===== src/rtl/hazard_ctrl.sv =====
// Stall/forward controller for the five-stage pipeline. It shadows the A/T information
// of instructions in E/M/W and interlocks the multi-cycle multiply/divide unit.
module hazard_ctrl #(
  parameter int unsigned MULT_CYCLES = 5,
  parameter int unsigned DIV_CYCLES  = 10
) (
  input  logic       clk,
  input  logic       reset,
  input  logic [4:0] RA1_D,
  input  logic [4:0] RA2_D,
  input  logic [4:0] WA_D,
  input  logic [1:0] Tuse_RA1,
  input  logic [1:0] Tuse_RA2,
  input  logic [1:0] Tnew_D,
  input  logic       md_start_D,
  input  logic       md_is_div_D,
  input  logic       md_use_D,
  output logic       stall,
  output logic [1:0] fwd_rs_D,
  output logic [1:0] fwd_rt_D,
  output logic [1:0] fwd_rs_E,
  output logic [1:0] fwd_rt_E,
  output logic [1:0] fwd_rt_M,
  output logic       md_busy
);

  localparam logic [3:0] MULT_LOAD = 4'(MULT_CYCLES);
  localparam logic [3:0] DIV_LOAD  = 4'(DIV_CYCLES);

  logic [4:0] ra1_e_q, ra1_e_d, ra2_e_q, ra2_e_d, wa_e_q, wa_e_d;
  logic [1:0] tnew_e_q, tnew_e_d;
  logic       md_start_e_q, md_start_e_d, md_is_div_e_q, md_is_div_e_d;
  logic [4:0] ra2_m_q, ra2_m_d, wa_m_q, wa_m_d;
  logic [1:0] tnew_m_q, tnew_m_d;
  logic [4:0] wa_w_q, wa_w_d;
  logic [3:0] busy_cnt_q, busy_cnt_d;
  logic       stall_rs_s, stall_rt_s, stall_md_s, stall_s;

  // Stall decision: a producer still in flight that cannot be ready by first use.
  always_comb begin
    stall_rs_s = (RA1_D != 5'd0) &&
                 (((RA1_D == wa_e_q) && (tnew_e_q > Tuse_RA1)) ||
                  ((RA1_D == wa_m_q) && (tnew_m_q > Tuse_RA1)));
    stall_rt_s = (RA2_D != 5'd0) &&
                 (((RA2_D == wa_e_q) && (tnew_e_q > Tuse_RA2)) ||
                  ((RA2_D == wa_m_q) && (tnew_m_q > Tuse_RA2)));
    stall_md_s = md_use_D && (md_start_e_q || (busy_cnt_q != 4'd0));
    stall_s    = stall_rs_s || stall_rt_s || stall_md_s;
  end

  // Forward selects: nearest matching producer wins; a not-yet-ready match yields 0.
  always_comb begin
    fwd_rs_D = 2'd0;
    fwd_rt_D = 2'd0;
    fwd_rs_E = 2'd0;
    fwd_rt_E = 2'd0;
    fwd_rt_M = 2'd0;
    if (RA1_D == 5'd0)             fwd_rs_D = 2'd0;
    else if (RA1_D == wa_e_q)      fwd_rs_D = (tnew_e_q == 2'd0) ? 2'd1 : 2'd0;
    else if (RA1_D == wa_m_q)      fwd_rs_D = (tnew_m_q == 2'd0) ? 2'd2 : 2'd0;
    else if (RA1_D == wa_w_q)      fwd_rs_D = 2'd3;
    else                           fwd_rs_D = 2'd0;
    if (RA2_D == 5'd0)             fwd_rt_D = 2'd0;
    else if (RA2_D == wa_e_q)      fwd_rt_D = (tnew_e_q == 2'd0) ? 2'd1 : 2'd0;
    else if (RA2_D == wa_m_q)      fwd_rt_D = (tnew_m_q == 2'd0) ? 2'd2 : 2'd0;
    else if (RA2_D == wa_w_q)      fwd_rt_D = 2'd3;
    else                           fwd_rt_D = 2'd0;
    if (ra1_e_q == 5'd0)           fwd_rs_E = 2'd0;
    else if (ra1_e_q == wa_m_q)    fwd_rs_E = (tnew_m_q == 2'd0) ? 2'd2 : 2'd0;
    else if (ra1_e_q == wa_w_q)    fwd_rs_E = 2'd3;
    else                           fwd_rs_E = 2'd0;
    if (ra2_e_q == 5'd0)           fwd_rt_E = 2'd0;
    else if (ra2_e_q == wa_m_q)    fwd_rt_E = (tnew_m_q == 2'd0) ? 2'd2 : 2'd0;
    else if (ra2_e_q == wa_w_q)    fwd_rt_E = 2'd3;
    else                           fwd_rt_E = 2'd0;
    if ((ra2_m_q != 5'd0) && (ra2_m_q == wa_w_q)) fwd_rt_M = 2'd3;
    else                                          fwd_rt_M = 2'd0;
  end

  // Next-state for the shadow pipeline and the multiply/divide busy counter.
  always_comb begin
    ra1_e_d       = 5'd0;
    ra2_e_d       = 5'd0;
    wa_e_d        = 5'd0;
    tnew_e_d      = 2'd0;
    md_start_e_d  = 1'b0;
    md_is_div_e_d = 1'b0;
    if (stall_s) begin
      ra1_e_d = 5'd0;
    end else begin
      ra1_e_d       = RA1_D;
      ra2_e_d       = RA2_D;
      wa_e_d        = WA_D;
      tnew_e_d      = Tnew_D;
      md_start_e_d  = md_start_D;
      md_is_div_e_d = md_is_div_D;
    end
    ra2_m_d  = ra2_e_q;
    wa_m_d   = wa_e_q;
    tnew_m_d = (tnew_e_q == 2'd0) ? 2'd0 : (tnew_e_q - 2'd1);
    wa_w_d   = wa_m_q;
    if (md_start_e_q)                busy_cnt_d = md_is_div_e_q ? DIV_LOAD : MULT_LOAD;
    else if (busy_cnt_q != 4'd0)     busy_cnt_d = busy_cnt_q - 4'd1;
    else                             busy_cnt_d = busy_cnt_q;
  end

  // State registers; reset clears everything, including a divide in progress.
  always_ff @(posedge clk or negedge reset) begin
    if (!reset) begin
      ra1_e_q       <= 5'd0;
      ra2_e_q       <= 5'd0;
      wa_e_q        <= 5'd0;
      tnew_e_q      <= 2'd0;
      md_start_e_q  <= 1'b0;
      md_is_div_e_q <= 1'b0;
      ra2_m_q       <= 5'd0;
      wa_m_q        <= 5'd0;
      tnew_m_q      <= 2'd0;
      wa_w_q        <= 5'd0;
      busy_cnt_q    <= 4'd0;
    end else begin
      ra1_e_q       <= ra1_e_d;
      ra2_e_q       <= ra2_e_d;
      wa_e_q        <= wa_e_d;
      tnew_e_q      <= tnew_e_d;
      md_start_e_q  <= md_start_e_d;
      md_is_div_e_q <= md_is_div_e_d;
      ra2_m_q       <= ra2_m_d;
      wa_m_q        <= wa_m_d;
      tnew_m_q      <= tnew_m_d;
      wa_w_q        <= wa_w_d;
      busy_cnt_q    <= busy_cnt_d;
    end
  end

  assign stall   = stall_s;
  assign md_busy = (busy_cnt_q != 4'd0);

endmodule


===== config.mk =====
export PLATFORM = sky130hd
export DESIGN_NAME = hazard_ctrl
export DESIGN_NICKNAME = d
export VERILOG_FILES = /design/src/rtl/hazard_ctrl.sv
export SDC_FILE = /design/constraint.sdc
export NUM_CORES = 1
export LEC_CHECK = 0
export ABC_AREA = 1
export CAP_MARGIN = 5
export CORE_ASPECT_RATIO = 0.5
export CORE_UTILIZATION = 56
export CTS_BUF_LIST = sky130_fd_sc_hd__clkbuf_4 sky130_fd_sc_hd__clkbuf_8
export DETAILED_ROUTE_END_ITERATION = 8
export PLACE_DENSITY = 0.82
export RECOVER_POWER = 100
export SLEW_MARGIN = 20
export SYNTH_ARGS = -nofsm -noshare
export SYNTH_HDL_FRONTEND = slang
export SYNTH_SLANG_ARGS = --single-unit

===== constraint.sdc =====
create_clock -name clk -period 2.1 [get_ports clk]
set_clock_uncertainty 0.2 [all_clocks]
set_input_delay 0.42 -clock clk [delete_from_list [all_inputs] [get_ports clk]]
set_output_delay 0.42 -clock clk [all_outputs]
set_load 0.02 [all_outputs]

# After elaboration in Yosys (flattened, before gate mapping)
# Cells that the tools add are included.
# classes
add_sub_neg,2
n_lt_le_gt_ge,4
eq_ne,11
muxes,27
reduce_logical,24
# ops
operator,count
equality test 5 bit,11
2-to-1 mux 2 bit,18
zero test 5 bit,4
2-to-1 mux 5 bit,3
nonzero test 5 bit,3
2-to-1 mux 4 bit,3
> comparator 2 bit,4
logical AND 1 bit,8
logical OR 1 bit,5
zero test 2 bit,2
nonzero test 4 bit,1
subtractor 4 x 1 -> 4 bit (second input constant),1
2-to-1 mux 1 bit,3
nonzero test 2 bit,1
subtractor 2 x 1 -> 2 bit (second input constant),1
# word_totals
register_bits,40
output_inout_bits,12
wordCells,79

# Logic depth before layout (Yosys ltp)
# depth
word_depth,7
depth_mapped,11
depth_no_buf,10

# Worst setup path after synthesis
# No wires, ideal clock.
# synth_path
kind,register -> output
startpoint,register wa_m_q[1]
endpoint,output port fwd_rs_E[1]
t_arrival_ns,1.401
required_time_ns,1.480
setup_slack_ns,0.079
stages_incl_launch_ff,6
cell_sequence,dfrtp_1 -> clkbuf_2 -> xnor2_1 -> and2_1 -> nand4_1 -> o31ai_1
# synth_between
elab_chain_cells,3
# synth_rtl
element,line,rtl
from (decl),33,"logic [4:0] ra2_m_q, ra2_m_d, wa_m_q, wa_m_d;"
from (signal assigned),129,wa_m_q <= wa_m_d;
equality test 5 bit,69,else if (ra1_e_q == wa_m_q) fwd_rs_E = (tnew_m_q == 2'd0) ? 2'd2 : 2'd0;
2-to-1 mux 2 bit,69,
2-to-1 mux 2 bit,68,if (ra1_e_q == 5'd0) fwd_rs_E = 2'd0;
to (decl),21,"output logic [1:0] fwd_rs_E,"
# No other way between the ends.

# Final worst setup path
# layout_path
startpoint,register tnew_m_q[1]
endpoint,output port stall
# layout_between
elab_chain_cells,6
word_cells_on_any_way,10
# layout_rtl
element,line,rtl
from (decl),34,"logic [1:0] tnew_m_q, tnew_m_d;"
from (signal assigned),130,tnew_m_q <= tnew_m_d;
"> comparator 2 bit, on equally long branches","43, 46",
"logical AND 1 bit, on equally long branches","43, 46",
"logical OR 1 bit, on equally long branches","42, 45",
"logical AND 1 bit, on equally long branches","41, 44",
logical OR 1 bit * (2 in a row),48,stall_s = stall_rs_s || stall_rt_s || stall_md_s;
to (decl),18,"output logic stall,"
# Every way passes the cells marked *; elsewhere a longest branch is shown, timed or not.

==> flow_metrics.tcl <==
set metrics [dict create \
    cts_buffers 5 \
    layout_setup_ws_ns -0.314 \
    die_h_um 49.0 \
    synth_top_area_cell "dfrtp_1" \
    power.density_nw_per_um2 796 \
    num_io_pins 38 \
    synth_warnings 0 \
    drt_iter0_markers 182 \
    clock-root-buffer "clkbuf_8" \
    start_util_pct 60.7 \
    final_layout_size_suffix_gt1_share_pct 31.9 \
    grt_util_met3_pct 9.19 \
    antenna_cells 0 \
    synth_cells 320 \
    hp-class "register to register" \
    setup_tns_ns -2.44 \
    dpl.hpwl_um 5120 \
    status "complete, but fails checks" \
    rows 16 \
    antenna_found_initial 0 \
    synth_top_area_share_pct 40.5 \
    cp_data_arrival_time_ns 1.79 \
    grtUsageTotal_pct 36.3 \
    gp_congestion 0.987 \
    wl_per_cell_um 16.9 \
    synthTopCellsByArea "dfrtp_1 41%, nand2_1 10%, inv_1 8.4%, xnor2_1 8.2%, nor2_1 6.1%" \
    postRouteAntennaNets 0 \
    vias_per_cell 5.49 \
    grt_pass1_wl_um 12400 \
    async_flop_share_pct 100 \
    power.total_w 0.00280 \
    syn-num-nets 356 \
    clk_pin_slew_ns 0.08 \
    clock-sinks 40 \
    cts_buffer_depth 2 \
    rsz0062_at_grt "true" \
    finalCriticalPeriod_ns 2.41 \
    finalHoldViolCount 0 \
    grtUsageMet2_pct 60.5 \
    ys_seq_area_share_pct 40.5 \
    synth_area_um2 2470 \
    holdPathStages 0 \
    busiest_layer "met2" \
    drv_cap 0 \
    use_met1_pct 44.1 \
    cp-start-kind "register" \
    die_area_um2 4690 \
    die_width_um 95.9 \
    setup_viol_count_final 11 \
    syn_avg_cell_area_um2 7.71 \
    grt_pass1_vias 2540 \
    worst_pin_slew_ns 1.01 \
    dr.pass1.iters 5 \
    core-area_um2 4060 \
    worstPathMaxFanout 3 \
    r2r_cells 10 \
    grt.overflow.total 0 \
    timing.fmax_ghz 0.414 \
    worstSetupEndpointType "output pin" \
    vdd_drop_max_uv 420 \
    cts_tree "yes" \
    syn_to_final_growth_pct 42.4 \
    clk_latency_ns 0.30 \
    port_buffers 37 \
    layout.nets 443 \
    ys.flop_type "dfrtp_1" \
    grt_start_max_net_pins 41 \
    relSlewSlack_pct 32.4 \
    synth_most_common_cell "nand2_1" \
    synth-edff-count 0 \
    route.vias.total 2536 \
    htreeDepth 2 \
    ys_ff_latch 40 \
    finalCritPeriodShare_pct 115 \
    routed_wl_um 7830 \
    failed_checks "setup timing" \
    drcViolationCount 0 \
    worstPathRequired_ns 1.48 \
    critPathKind "register to output pin" \
    rrSetupSlack_ns 0 \
    ys_types 31 \
    total_leakage_power_nw 1.79 \
    synth_commonest_cells "69 x nand2_1, 55 x inv_1, 40 x dfrtp_1, 40 x nor2_1, 23 x xnor2_1" \
    finalMaxSlewViolations 0 \
]
## through the flow
stage | cells | area, um2 | util (%) | worst slack, ns | hold slack (ns)
after global routing | 462 | 3520 | 86.5 | -0.380 | 0.264
final | 462 | 3520 | 86.5 | -0.314 | 0.240
after CTS | 460 | 3460 | 85.0 | -0.232 | 0.241
after detailed placement | 450 | 3210 | 78.9 | -0.965 | 0.223
after floorplan | 320 | 2470 | - | 0.0787 | -0.0756
after global placement | 450 | 3210 | 78.9 | -0.889 | 0.205
## layout make-up
type	instances	area (um2)
Multi-Input combinational cell	213	1390
Sequential cell	40	1010
Timing Repair Buffer	91	748
Fill cell	210	548
Inverter	56	213
Clock buffer	5	68.8
Tap cell	54	67.6
Clock inverter	3	18.8
## routing by layer
| layer | wire (um) | part of all wire, % | up-vias |
|---|---|---|---|
| met3 | 586 | 7.5 | 39 |
| met4 | 328 | 4.2 | 0 |
| met2 | 3790 | 48 | 150 |
| met1 | 3120 | 40 | 1194 |
| met5 | 0 | 0 | - |
| li1 | - | - | 1153 |
## logic make-up (layout without fill, tap and decap cells)
logic type / after synthesis / count (layout) / share of synthesized area (%)
AOI/OAI and AO/OA: 20 / 20 / 4.87
and+or+nand+nor: 148 / 148 / 25.7
adders and majority gates: 10 / 10 / 5.07
buffers and inverters: 67 / 155 / 11.4
xor gates and xnor gates: 35 / 35 / 12.4
DFF: 40 / 40 / 40.5
## final timing paths
| check | from | endpoint |
|---|---|---|
| hold / removal | wa_e_q[0] | wa_m_q[0] |
| min in group asynchronous | reset | wa_e_q[1] |
| hold reg to reg | wa_e_q[0] | wa_m_q[0] |
| max in group asynchronous | reset | wa_w_q[4] |
| setup reg to reg | tnew_m_q[1] | wa_e_q[3] |
| setup / recovery | tnew_m_q[1] | stall |
## sequential cells by signal (all words and copies together) (netlist names), 2 cells and up
register and flops:
busy_cnt_q 4, ra1_e_q 5, ra2_e_q 5, ra2_m_q 5
tnew_e_q 2, tnew_m_q 2, wa_e_q 5, wa_m_q 5
wa_w_q 5
## critical path: stages, from the launching register on
cell and delay, ns:
dfrtp_2 0.48, ha_4 0.24, nand2_1 0.06, inv_1 0.05, a21oi_2 0.12, nand4_1 0.15, nand2_1 0.14, nand2_2 0.06
nand3_2 0.08, buf_6 0.12
## placed cells by master (no fill, tap or decap), types with 3 or more instances in the layout
master,n
ha_1,5
buf_6,13
nor2_1,32
inv_1,46
nand3_1,9
clkbuf_2,3
clkbuf_8,5
a21oi_2,3
dlygate4sd2_1,10
buf_4,43
nand2_2,4
o21ai_0,3
clkdlybuf4s50_1,10
nor2_2,9
nand3_2,3
xor2_1,11
nor3_1,5
clkbuf_1,6
dfrtp_2,10
nand2_1,65
inv_2,9
ha_4,5
xnor2_2,5
clkbuf_4,3
xnor2_1,18
dfrtp_1,30
nand4_1,10
## where the power goes
part           switching (W)  internal [W]  total (W)  leakage (nW)
sequential          0.000159      0.000902    0.00106         0.498
clock               0.000299      0.000232   0.000531        0.0479
combinational       0.000621      0.000587    0.00121          1.24
## what timing repair did
item | in CTS | in global routing
pin swaps | 39 | 10
setup buffers | 1 | 2
gates resized for setup | 128 | 27
endpoints found under the hold margin | 30 | 0
hold buffers | 1 | 0
endpoints found under the setup margin | 31 | 30
Note: power is estimated with default switching activity, not from simulation.
